`src/rtl/tron_pkg.sv`:
```
// Shared constants, types and the cell-address packing used by every trail-memory
// reader and writer.
package tron_pkg;

  localparam int GRID_W    = 160;
  localparam int GRID_H    = 120;
  localparam int ADDR_W    = 15;
  localparam int CX_W      = 8;
  localparam int CY_W      = 7;
  localparam int CLR_CNT_W = 16;

  typedef enum logic [1:0] {
    CLR_IDLE,
    CLR_SWEEP,
    CLR_DONE
  } clr_state_e;

  // Per-pixel tag carried down the render pipeline alongside the BRAM read.
  typedef struct packed {
    logic            vld;
    logic            von;
    logic [CX_W-1:0] cx;
    logic [CY_W-1:0] cy;
  } pix_tag_t;

  // Colours as {r,g,b} full-scale enables; the top widens each bit to a DAC channel.
  typedef logic [2:0] rgb_mask_t;
  localparam rgb_mask_t COL_BLACK   = 3'b000;
  localparam rgb_mask_t COL_WHITE   = 3'b111;
  localparam rgb_mask_t COL_YELLOW  = 3'b110;
  localparam rgb_mask_t COL_MAGENTA = 3'b101;
  localparam rgb_mask_t COL_CYAN    = 3'b011;

  function automatic logic [ADDR_W-1:0] cell_addr(input logic [CX_W-1:0] cx,
                                                  input logic [CY_W-1:0] cy);
    return {cy, cx};
  endfunction

endpackage

```
`src/rtl/tron_mem_clear.sv`:
```
// Full-memory clear sweep: owns the BRAM write port and zeroes all 2^15 addresses
// after reset (optionally) or on a clear request.
module tron_mem_clear
  import tron_pkg::*;
#(
  parameter bit CLEAR_ON_RESET = 1'b1
) (
  input  logic              clk,
  input  logic              resetn,
  input  logic              clear_req,
  output logic [ADDR_W-1:0] wraddress,
  output logic              data,
  output logic              wren,
  output logic              clear_busy,
  output logic              clear_done
);

  localparam logic [CLR_CNT_W-1:0] LAST_ADDR = CLR_CNT_W'((1 << ADDR_W) - 1);

  clr_state_e           state_q, state_d;
  logic [CLR_CNT_W-1:0] cnt_q, cnt_d;
  logic                 armed_q;  // holds off the first write until one clk after release

  // NOTE: sequential state uses non-blocking assignments only, so every register
  // samples the pre-edge value of every other register.
  always_ff @(posedge clk) begin
    if (!resetn) begin
      state_q <= CLEAR_ON_RESET ? CLR_SWEEP : CLR_IDLE;
      cnt_q   <= '0;
      armed_q <= 1'b0;
    end else begin
      state_q <= state_d;
      cnt_q   <= cnt_d;
      armed_q <= 1'b1;
    end
  end

  // NOTE: every signal written here gets a default first; a path that leaves one
  // unassigned would infer a latch.
  always_comb begin
    state_d    = state_q;
    cnt_d      = cnt_q;
    wren       = 1'b0;
    clear_done = 1'b0;
    unique case (state_q)
      CLR_IDLE: begin
        if (clear_req) begin
          state_d = CLR_SWEEP;
          cnt_d   = '0;
        end
      end
      CLR_SWEEP: begin
        if (armed_q) begin
          wren  = 1'b1;
          cnt_d = cnt_q + CLR_CNT_W'(1);
          if (cnt_q == LAST_ADDR) state_d = CLR_DONE;
        end
      end
      CLR_DONE: begin
        clear_done = 1'b1;
        state_d    = CLR_IDLE;
      end
      default: state_d = CLR_IDLE;
    endcase
  end

  assign wraddress  = wren ? cnt_q[ADDR_W-1:0] : '0;
  assign data       = 1'b0;
  assign clear_busy = (state_q == CLR_SWEEP);

endmodule

```
`src/rtl/tron_trail_renderer.sv`:
```
// Raster-order reader of the 1-bit trail BRAM: three-stage pixel pipeline producing
// DAC colour, plus the clear sweep that owns the write port.
module tron_trail_renderer #(
  parameter int COLOR_W        = 10,
  parameter int GRID_W         = tron_pkg::GRID_W,
  parameter int GRID_H         = tron_pkg::GRID_H,
  parameter bit CLEAR_ON_RESET = 1'b1
) (
  input  logic                        clk,
  input  logic                        resetn,
  input  logic                        pix_en,
  input  logic [9:0]                  pixel_x,
  input  logic [9:0]                  pixel_y,
  input  logic                        video_on,
  input  logic [7:0]                  head1_x,
  input  logic [7:0]                  head2_x,
  input  logic [6:0]                  head1_y,
  input  logic [6:0]                  head2_y,
  input  logic                        clear_req,
  output logic [tron_pkg::ADDR_W-1:0] rdaddress,
  input  logic                        q,
  output logic [tron_pkg::ADDR_W-1:0] wraddress,
  output logic                        data,
  output logic                        wren,
  output logic                        clear_busy,
  output logic                        clear_done,
  output logic [COLOR_W-1:0]          vga_r,
  output logic [COLOR_W-1:0]          vga_g,
  output logic [COLOR_W-1:0]          vga_b
);

  localparam logic [7:0] CX_LAST = 8'(GRID_W - 1);
  localparam logic [6:0] CY_LAST = 7'(GRID_H - 1);

  tron_pkg::pix_tag_t  s0_q, s1_q;
  logic                bit1_q;
  tron_pkg::rgb_mask_t col_q, col_d;
  logic                border, is_head1, is_head2;
  logic                unused_px_bits;

  assign unused_px_bits = ^{pixel_x[1:0], pixel_y[9], pixel_y[1:0]};

  // S0 drives the read address; q for it is captured at the next strobe (S1).
  always_ff @(posedge clk) begin
    if (!resetn) begin
      s0_q   <= '0;
      s1_q   <= '0;
      bit1_q <= 1'b0;
      col_q  <= tron_pkg::COL_BLACK;
    end else if (pix_en) begin
      s0_q   <= '{vld: 1'b1, von: video_on, cx: pixel_x[9:2], cy: pixel_y[8:2]};
      s1_q   <= s0_q;
      bit1_q <= q;
      col_q  <= col_d;
    end
  end

  assign rdaddress = tron_pkg::cell_addr(s0_q.cx, s0_q.cy);

  assign border   = (s1_q.cx == 8'd0) || (s1_q.cx == CX_LAST) ||
                    (s1_q.cy == 7'd0) || (s1_q.cy == CY_LAST);
  assign is_head1 = (s1_q.cx == head1_x) && (s1_q.cy == head1_y);
  assign is_head2 = (s1_q.cx == head2_x) && (s1_q.cy == head2_y);

  always_comb begin
    col_d = tron_pkg::COL_BLACK;
    if (!(s1_q.vld && s1_q.von)) col_d = tron_pkg::COL_BLACK;
    else if (border)             col_d = tron_pkg::COL_WHITE;
    else if (is_head1)           col_d = tron_pkg::COL_YELLOW;
    else if (is_head2)           col_d = tron_pkg::COL_MAGENTA;
    else if (bit1_q)             col_d = tron_pkg::COL_CYAN;
  end

  assign vga_r = {COLOR_W{col_q[2]}};
  assign vga_g = {COLOR_W{col_q[1]}};
  assign vga_b = {COLOR_W{col_q[0]}};

  // NOTE: the BRAM itself has no reset; its contents are zeroed by the clear sweep.
  tron_mem_clear #(
    .CLEAR_ON_RESET(CLEAR_ON_RESET)
  ) u_mem_clear (
    .clk       (clk),
    .resetn    (resetn),
    .clear_req (clear_req),
    .wraddress (wraddress),
    .data      (data),
    .wren      (wren),
    .clear_busy(clear_busy),
    .clear_done(clear_done)
  );

endmodule

```
`config.mk`:
```
export PLATFORM = sky130hd
export DESIGN_NAME = tron_trail_renderer
export DESIGN_NICKNAME = d
export VERILOG_FILES = /design/src/rtl/tron_pkg.sv /design/src/rtl/tron_mem_clear.sv /design/src/rtl/tron_trail_renderer.sv
export SDC_FILE = /design/constraint.sdc
export NUM_CORES = 1
export LEC_CHECK = 0
export CORE_ASPECT_RATIO = 0.75
export CORE_MARGIN = 5
export CORE_UTILIZATION = 44
export CTS_CLUSTER_SIZE = 8
export DETAILED_ROUTE_END_ITERATION = 8
export PLACE_DENSITY = 0.81
export RECOVER_POWER = 50
export SYNTH_ARGS = -nofsm -noshare
export SYNTH_HDL_FRONTEND = slang
export SYNTH_SLANG_ARGS = --single-unit
```
`constraint.sdc`:
```
create_clock -name clk -period 2.2 [get_ports clk]
set_clock_uncertainty 0.15 [all_clocks]
set_input_delay 0.33 -clock clk [delete_from_list [all_inputs] [get_ports clk]]
set_output_delay 0.33 -clock clk [all_outputs]
set_load 0.005 [all_outputs]
```
Word-level counts from Yosys, hierarchy flattened
Index checks and enable logic that the tools add are counted.
{"block": "classes", "magnitude_cmp": 0, "bitwise_logic": 0, "n_mux": 17, "add_sub_neg": 1, "shift": 0, "div": 0, "reduce_logical": 12, "multipliers": 0, "n_eq_ne": 12}
{"cell": "$mux 16", "n": 2}
{"cell": "$pmux 16 s2", "n": 1}
{"cell": "$add 16x1->16 const B", "n": 1}
{"cell": "$eq 16x15->1 const B", "n": 1}
{"cell": "$eq 8x8->1", "n": 2}
{"cell": "$mux 15", "n": 1}
{"cell": "$eq 7x7->1", "n": 2}
{"cell": "$mux 3", "n": 4}
{"cell": "$eq 8x8->1 const B", "n": 1}
{"cell": "$logic_not 8->1", "n": 1}
{"cell": "$mux 2", "n": 4}
{"cell": "$eq 7x7->1 const B", "n": 1}
{"cell": "$logic_not 7->1", "n": 1}
{"cell": "$reduce_and 3->1", "n": 2}
{"cell": "$mux 1", "n": 4}
{"cell": "$ne 2x1->1 const B", "n": 2}
{"cell": "$pmux 2 s2", "n": 1}
{"cell": "$logic_and 1x1->1", "n": 3}
{"cell": "$logic_or 1x1->1", "n": 3}
{"cell": "$eq 2x1->1 const B", "n": 1}
{"cell": "$eq 2x2->1 const B", "n": 1}
{"cell": "$logic_not 2->1", "n": 1}
{"cell": "$ne 2x2->1 const B", "n": 1}
{"cell": "$reduce_bool 2->1", "n": 1}
{"block": "totals", "ram_bits": 0, "mem_count": 0, "wordCells": 55, "regBits": 57, "rom_bits": 0, "inputBits": 56, "latch_bits": 0}

Logic depth before layout (Yosys ltp)
Gate-level depths: netlist (run 1).
{"block": "logic_depth", "depth_word": 6, "mapped_depth": 6, "mapped_depth_nobuf": 5}

By module
A second synthesis (run 1) with hierarchy kept.
{"block": "unflattened", "cells_unflattened": 348, "area_unflattened_um2": 3235.6}
{"module": "tron_trail_renderer", "instances": 1, "seq_area_each_um2": 760.7, "area_per_inst_um2": 2194.6, "cells_per_inst": 223}
{"module": "tron_mem_clear", "instances": 1, "seq_area_each_um2": 380.4, "area_per_inst_um2": 1041.0, "cells_per_inst": 125}

Worst setup path before layout (run 1)
No wires, ideal clock.
{"block": "synth_path", "kind": "register -> output", "startpoint": "register u_mem_clear.state_q[1]", "endpoint": "output wraddress[10] in the netlist's numbering", "stages_incl_launch_ff": 5, "slack_ps": 541, "required_time_ps": 1720, "t_arrival_ps": 1179, "cell_sequence": "dfxtp_1 > buf_2 > nor2b_1 > clkbuf_1 > and3_1"}
{"block": "synth_between", "elab_chain_cells": 3}
{"item": "from (decl)", "line_no": "tron_mem_clear.sv:20", "source": "clr_state_e state_q, state_d;"}
{"item": "from (signal assigned)", "line_no": "tron_mem_clear.sv:28", "source": "state_q <= CLEAR_ON_RESET ? CLR_SWEEP : CLR_IDLE;"}
{"item": "from (signal assigned)", "line_no": "tron_mem_clear.sv:32", "source": "state_q <= state_d;"}
{"item": "$eq 2x1->1"}
{"item": "net clear_busy", "line_no": "tron_trail_renderer.sv:25", "source": "output logic clear_busy,"}
{"item": "$mux 1", "line_no": "tron_mem_clear.sv:45", "source": "unique case (state_q)"}
{"item": "$mux 15", "line_no": "tron_mem_clear.sv:67", "source": "assign wraddress = wren ? cnt_q[ADDR_W-1:0] : '0;"}
{"item": "to (decl)", "line_no": "tron_trail_renderer.sv:22", "source": "output logic [tron_pkg::ADDR_W-1:0] wraddress,"}
The timed path passes the listed nets, and every way through them passes these cells.

Final worst setup path (run 1)
{"block": "layout_path", "startpoint": "register u_mem_clear.state_q[0]", "endpoint": "output wraddress[5] in the netlist's numbering"}
{"block": "layout_between", "elab_chain_cells": 3}
{"item": "$eq 2x1->1", "line_no": "tron_mem_clear.sv:45"}
{"item": "$mux 1", "line_no": "tron_mem_clear.sv:45"}
{"item": "$mux 15", "line_no": "tron_mem_clear.sv:67"}
Every way passes these cells.

==> flow_summary.json, run 1 <==
{
  "fin_setup_tns_ns": 0,
  "io_buffers": 113,
  "wl_per_cell_um": 14.8,
  "yosysWarningCount": 0,
  "p_switching_mw": 0.526,
  "seqPwrFrac_pct": 46.8,
  "ios": 120,
  "synth-compound-area-share_pct": 3.44,
  "layout_commonest_cell": "clkdlybuf4s50_1",
  "clkPwrFrac_pct": 40.2,
  "dp_hpwl_um": 5990,
  "status": "complete, no violations",
  "grt_overflow": 0,
  "track_usage_pct": 17.1,
  "drtAntennaViolNets": 0,
  "setup_violations": 0,
  "fillCellCount": 594,
  "holdPathStages": 3,
  "postSynthCellCount": 337,
  "hp-start": "pix_en",
  "async_reset_ff_share_pct": 0,
  "clkTransAtPathRegs_ns": 0.06,
  "worstReg2RegStart": "u_mem_clear.cnt_q[2]",
  "seq_area_frac_synth_pct": 36.5,
  "synthSimpleGateAreaFrac_pct": 23.3,
  "layout_common_cells": "clkdlybuf4s50_1 (96), dfxtp_1 (57), nor2b_1 (36), mux2i_1 (35), xnor2_1 (24)",
  "internal_power_mw": 1.84,
  "hold_violations": 0,
  "min_period_ns": 2.12,
  "peakVddDrop_uv": 392,
  "slowest_delay_ns": 0.52,
  "critPathMaxFanout": 8,
  "yosysUniqueCellTypes": 36,
  "finalNetCount": 477,
  "layout-drive-gt1-share_pct": 7.78,
  "htree_num_levels": 3,
  "fin_cells": 522,
  "drt_iter0_drc": 93,
  "cp-start-kind": "flip-flop",
  "syn_to_final_growth_pct": 37.3,
  "cts.sinks": 57,
  "num_rows": 26,
  "core_um2": 6860,
  "cap_violations": 0,
  "via_per_inst": 4.84,
  "rrSetupSlack_ns": 0.21,
  "postCtsSetupBuffers": 0,
  "via_count": 2527,
  "swShare_pct": 22.3,
  "dr.pass1.iters": 4,
  "comb_power_share_pct": 13.0,
  "critPathCaptureType": "primary output",
  "die_y_um": 83.0,
  "synth-xor-area-share_pct": 12.3,
  "grt_max_degree": 19,
  "slew_headroom_pct": 59.8,
  "postRouteWirelength_um": 7710,
  "cts_root_buf": "clkbuf_8",
  "p_per_area_nw_per_um2": 551,
  "crit_slowest_cell": "clkdlybuf4s50_1",
  "route.detailed.drc": 0,
  "clock_path_buffers": 2,
  "diodes": 0,
  "max_freq_mhz": 471,
  "min_to": "col_q[0]",
  "grt_pass1_wl_um": 12500,
  "worst_pin_slew_ns": 0.601,
  "die_w_um": 107,
  "critPathArrivalTime_ns": 1.64,
  "numCtsBuffers": 9,
  "critPathKind": "reg -> out",
  "grt_pass1_vias": 2455,
  "muxShareOfSynthArea_pct": 11.6,
  "ys_seq_elements": 57,
  "hold_path.class": "in -> reg",
  "synth_top_family_by_area": "simple AND/OR/NAND/NOR gates",
  "synth_area_per_cell_um2": 9.27,
  "rsz0062_at_grt": "no",
  "crit_chain": "nor2b_4, buf_4, and3_1, clkdlybuf4s50_1",
  "grt_antenna_before_repair": 0,
  "worstReg2RegEnd": "u_mem_clear.cnt_q[12]",
  "yosys_most_used_dff": "dfxtp_1",
  "crit_required_ns": 1.72,
  "leakage_nw": 1.71,
  "die-area_um2": 8910,
  "maxSlewViolCount": 0,
  "cts_tree": "yes",
  "synth_edf_count": 0,
  "synthAdderAreaFrac_pct": 0.400,
  "syn-num-nets": 394,
  "fin_crit_sh_pct": 96.5,
  "gp_congestion": 0.832,
  "rr_worst_depth": 5,
  "place_inst": 506,
  "clkLatencyLatePin_ns": 0.32,
  "start_util_pct": 45.5,
  "netlist_area_um2": 3130
}
==> synth_stat cells (2+ instances only) <==
| library cell | n | area share (%) |
|---|---|---|
| dfxtp_1 | 57 | 37 |
| buf_4 | 43 | 10 |
| nor2b_1 | 37 | 7.4 |
| mux2i_1 | 35 | 11 |
| xnor2_1 | 24 | 6.7 |
| nor2_1 | 22 | 2.6 |
| xor2_1 | 20 | 5.6 |
| and3_1 | 16 | 3.2 |
| nand2_1 | 13 | 1.6 |
| nand4_1 | 12 | 2.4 |
| clkbuf_1 | 8 | 0.96 |
| nand3_1 | 8 | 1.3 |
| nor4_1 | 7 | 1.4 |
| buf_2 | 5 | 0.80 |
| o21ai_0 | 4 | 0.64 |
| a2bb2oi_1 | 3 | 0.84 |
| a22oi_1 | 2 | 0.48 |
| and4_1 | 2 | 0.56 |
| inv_1 | 2 | 0.24 |
==> power by group through the flow <==
| stage | clock [mW] | sequential, mW | combinational, mW |
|---|---|---|---|
| 6_report | 0.950 | 1.11 | 0.307 |
| 4_1_cts | 0.972 | 1.11 | 0.319 |
| 5_1_grt | 1.01 | 1.11 | 0.336 |
| 3_5_place_dp | 0 | 1.13 | 0.316 |
| 2_1_floorplan | 0 | 1.12 | 0.176 |
| 3_3_place_gp | 0 | 1.13 | 0.309 |
==> how the worst max path moves through the flow <==
stage / slack [ns] / to / depth (start not counted) / start
after detailed placement: 0.008 / u_mem_clear.cnt_q[12] / 6 / clear_req
final: 0.08 / wraddress[5] / 4 / u_mem_clear.state_q[0]
after floorplan: 0.54 / wraddress[10] / 4 / u_mem_clear.state_q[1]
after global placement: 0.09 / u_mem_clear.cnt_q[10] / 6 / clear_req
after global routing: 0.006 / wraddress[5] / 4 / u_mem_clear.state_q[0]
after CTS: 0.04 / wraddress[2] / 4 / u_mem_clear.state_q[0]
==> routing by layer <==
layer  vias up  part of all wire, %  track usage [%]
met5         -                    0                0
met4         0                 0.65             3.72
met3         7                  4.9             3.80
met2        79                   47             27.5
met1      1174                   47             23.3
li1       1267                    -                -
==> state kept, by name, summed over array words and instances, names as in the netlist <==
name,cells
u_mem_clear.cnt_q,16
bit1_q,1
col_q,3
u_mem_clear.state_q,2
s1_q,17
s0_q,2
rdaddress,15
u_mem_clear.armed_q,1
==> cell families (layout without fill, tap and decap cells) <==
family	Yosys count	after routing
buf+inv	58	145
simple gates	125	125
compound gates	15	15
xor+xnor	44	44
fa+ha+maj	1	1
other cells	1	1
mux	36	36
flops	57	57
==> critical path: cells and delay by family (launching register included) <==
kind          cells  cell delay, ns
flops             1            0.33
simple gates      2            0.33
buf+inv           2            0.68
==> timing repair <==
item | 4_1_cts | 5_1_grt
resized for setup | 2 | 3
endpoints found under the setup margin | 2 | 14
gates cloned | 1 | 0
pin swaps | 0 | 0
hold buffers | 0 | 0
==> through the flow <==
| stage | setup WS [ns] | util (%) | hold WS, ns | cell area [µm²] | total power, mW |
|---|---|---|---|---|---|
| 6_report | 0.0771 | 62.5 | 0.240 | 4290 | 2.36 |
| 5_1_grt | 0.00626 | 62.5 | 0.269 | 4290 | 2.46 |
| 4_1_cts | 0.0357 | 62.7 | 0.226 | 4300 | 2.40 |
| 3_5_place_dp | 0.00828 | 59.8 | 0.294 | 4100 | 1.45 |
| 3_3_place_gp | 0.0896 | 59.8 | 0.289 | 4100 | 1.44 |
| 2_1_floorplan | 0.541 | - | 0.208 | 3130 | 1.29 |
==> cell type report <==
type,instances,area (µm²),share of cell area [%]
Timing Repair Buffer,128,1230,28.6
Tap cell,98,123,2.86
Clock inverter,3,40.0,0.933
Inverter,2,7.51,0.175
Clock buffer,12,155,3.61
Multi-Input combinational cell,222,1600,37.2
Sequential cell,57,1140,26.6
Note: power is estimated with default switching activity, not from simulation.
==> inputs of run 2 (changes only) <==
--- a/config.mk
+++ b/config.mk
@@ -8,9 +8,8 @@
 export CORE_ASPECT_RATIO = 0.75
 export CORE_MARGIN = 5
 export CORE_UTILIZATION = 44
-export CTS_CLUSTER_SIZE = 8
 export DETAILED_ROUTE_END_ITERATION = 8
-export PLACE_DENSITY = 0.81
+export PLACE_DENSITY = 0.78
 export RECOVER_POWER = 50
 export SYNTH_ARGS = -nofsm -noshare
 export SYNTH_HDL_FRONTEND = slang
==> run 2 against run 1 <==
- register-to-register slack better by 0.13 ns
- final cell count stayed put
- hold slack improved by 0.065 ns
- count of clock-buffer cells in the layout unchanged
- sequential power barely moved
- largest cell class unchanged
==> flow_summary.json, run 2 (synthesis results as in run 1) <==
{
  "cts_root_buf": "clkbuf_8",
  "layout_common_cells": "clkdlybuf4s50_1 (96), dfxtp_1 (57), nor2b_1 (36), mux2i_1 (35), xnor2_1 (24)",
  "leakage_nw": 1.70,
  "fillCellCount": 558,
  "slew_headroom_pct": 59.9,
  "critPathCaptureType": "primary output",
  "grt_antenna_before_repair": 0,
  "postRouteWirelength_um": 7680,
  "worst_pin_slew_ns": 0.584,
  "status": "complete, no violations",
  "route.detailed.drc": 0,
  "fin_setup_tns_ns": 0,
  "hold_slack_ns": 0.305,
  "setup_violations": 0,
  "min_period_ns": 2.12,
  "peakVddDrop_uv": 397,
  "clock_path_buffers": 2,
  "io_buffers": 113,
  "crit_start": "u_mem_clear.state_q[0]",
  "cts_tree": "yes",
  "wl_per_cell_um": 14.7,
  "fin_crit_sh_pct": 96.4,
  "diodes": 0,
  "post-route-util_pct": 62.7,
  "critPathArrivalTime_ns": 1.64,
  "postCtsHoldBufs": 0,
  "hp-start": "s0_q[16]",
  "num_rows": 26,
  "ios": 120,
  "cts.sinks": 57,
  "via_count": 2535,
  "seq_area_um2": 1140,
  "slowest_delay_ns": 0.51,
  "drtAntennaViolNets": 0,
  "grt_pass1_wl_um": 12100,
  "maxSlewViolCount": 0,
  "numCtsBuffers": 9,
  "drt_iter0_drc": 78,
  "largest_register_ffs": 17,
  "grt_max_degree": 19,
  "p_per_area_nw_per_um2": 560,
  "grt_pass1_vias": 2496,
  "postCtsSetupBuffers": 0,
  "cap_violations": 0,
  "clkTransAtPathRegs_ns": 0.07,
  "cp-start-kind": "flip-flop",
  "die_w_um": 107,
  "finalNetCount": 476,
  "critPathMaxFanout": 9,
  "worstReg2RegStart": "u_mem_clear.state_q[0]",
  "hold_path.class": "reg -> reg",
  "die_y_um": 83.0,
  "track_usage_pct": 16.8,
  "critPathKind": "reg -> out",
  "crit_required_ns": 1.72,
  "syn_to_final_growth_pct": 37.6,
  "crit_slowest_cell": "clkdlybuf4s50_1",
  "htree_num_levels": 3,
  "hold_violations": 0,
  "crit_chain": "nor2b_4, buf_4, and3_1, clkdlybuf4s50_1",
  "largest-register": "s1_q",
  "multi_input_area_um2": 1610,
  "clkLatencyLatePin_ns": 0.33,
  "layout_commonest_cell": "clkdlybuf4s50_1",
  "grt_overflow": 0,
  "timing.final.ws_setup_ns": 0.0784,
  "place_ws_ns": 0.0649,
  "gp_congestion": 0.806,
  "dp_hpwl_um": 5980,
  "via_per_inst": 4.86,
  "p_total_mw": 2.41,
  "dr.pass1.iters": 4,
  "core_um2": 6860,
  "start_util_pct": 45.5,
  "die-area_um2": 8910,
  "layout-drive-gt1-share_pct": 7.31,
  "max_freq_mhz": 471
}
run 2: cell count changes in the layout (fill, tap and decap cells not counted):
| cell | change |
|---|---|
| and2_2 | -1 |
| clkbuf_2 | +1 |
| buf_4 | -5 |
| clkinv_4 | +1 |
| clkinvlp_4 | +1 |
| buf_6 | +1 |
| and2_4 | +1 |
| clkbuf_1 | +2 |
| nor4b_2 | -1 |
| nor4b_4 | +1 |
| clkinv_2 | -1 |
run 2: per-stage QoR:
step	cell area, µm²	cells
floorplan	3130	337
global placement	4090	505
detailed placement	4090	505
CTS	4300	521
global route	4300	522
finish	4300	522
run 2: final cells by class:
type	instances	share of cell area, %
Clock inverter	4	1.19
Clock buffer	12	3.61
Inverter	2	0.175
Sequential cell	57	26.5
Timing Repair Buffer	127	28.2
Multi-Input combinational cell	222	37.4
Tap cell	98	2.85
run 2: metal layers:
metal	vias up	track usage, %	share of wire, %
li1	1271	-	-
met1	1174	20.9	45
met2	78	27.4	47
met3	12	4.65	5.4
met4	0	6.39	2.1
met5	-	0	0
run 2: worst paths after layout:
| path | cells past startpoint | to | slack (ns) |
|---|---|---|---|
| worst min register to register | 1 | s0_q[16] | 0.30 |
| worst max-delay path | 4 | wraddress[13] | 0.08 |
| worst min-delay path | 1 | s0_q[16] | 0.30 |
| worst max register to register | 6 | u_mem_clear.cnt_q[4] | 0.34 |
run 2: critical path: cells and delay by family (launching register included):
kind                   cells  cell delay (ns)
AND/OR/NAND/NOR            2             0.31
buffers and inverters      2             0.67
flip-flops                 1             0.34
run 2: what timing repair did:
item                       CTS  global route
setup endpoints to repair    1            12
cloned                       0             1
gates resized for setup      1             5
run 2: power by group:
group          internal [mW]  leakage (nW)  switching (mW)
Sequential              1.07         0.465          0.0395
Combinational          0.194          1.13           0.113
Clock                  0.585         0.103           0.409
Total                   1.85          1.70           0.561
==> inputs of run 3 (changes only) <==
--- a/config.mk
+++ b/config.mk
@@ -5,6 +5,7 @@
 export SDC_FILE = /design/constraint.sdc
 export NUM_CORES = 1
 export LEC_CHECK = 0
+export ABC_AREA = 0
 export CORE_ASPECT_RATIO = 0.75
 export CORE_MARGIN = 5
 export CORE_UTILIZATION = 44
==> results of run 3 <==
Same layout as run 2: the final DEF is identical, and so are final timing and power.
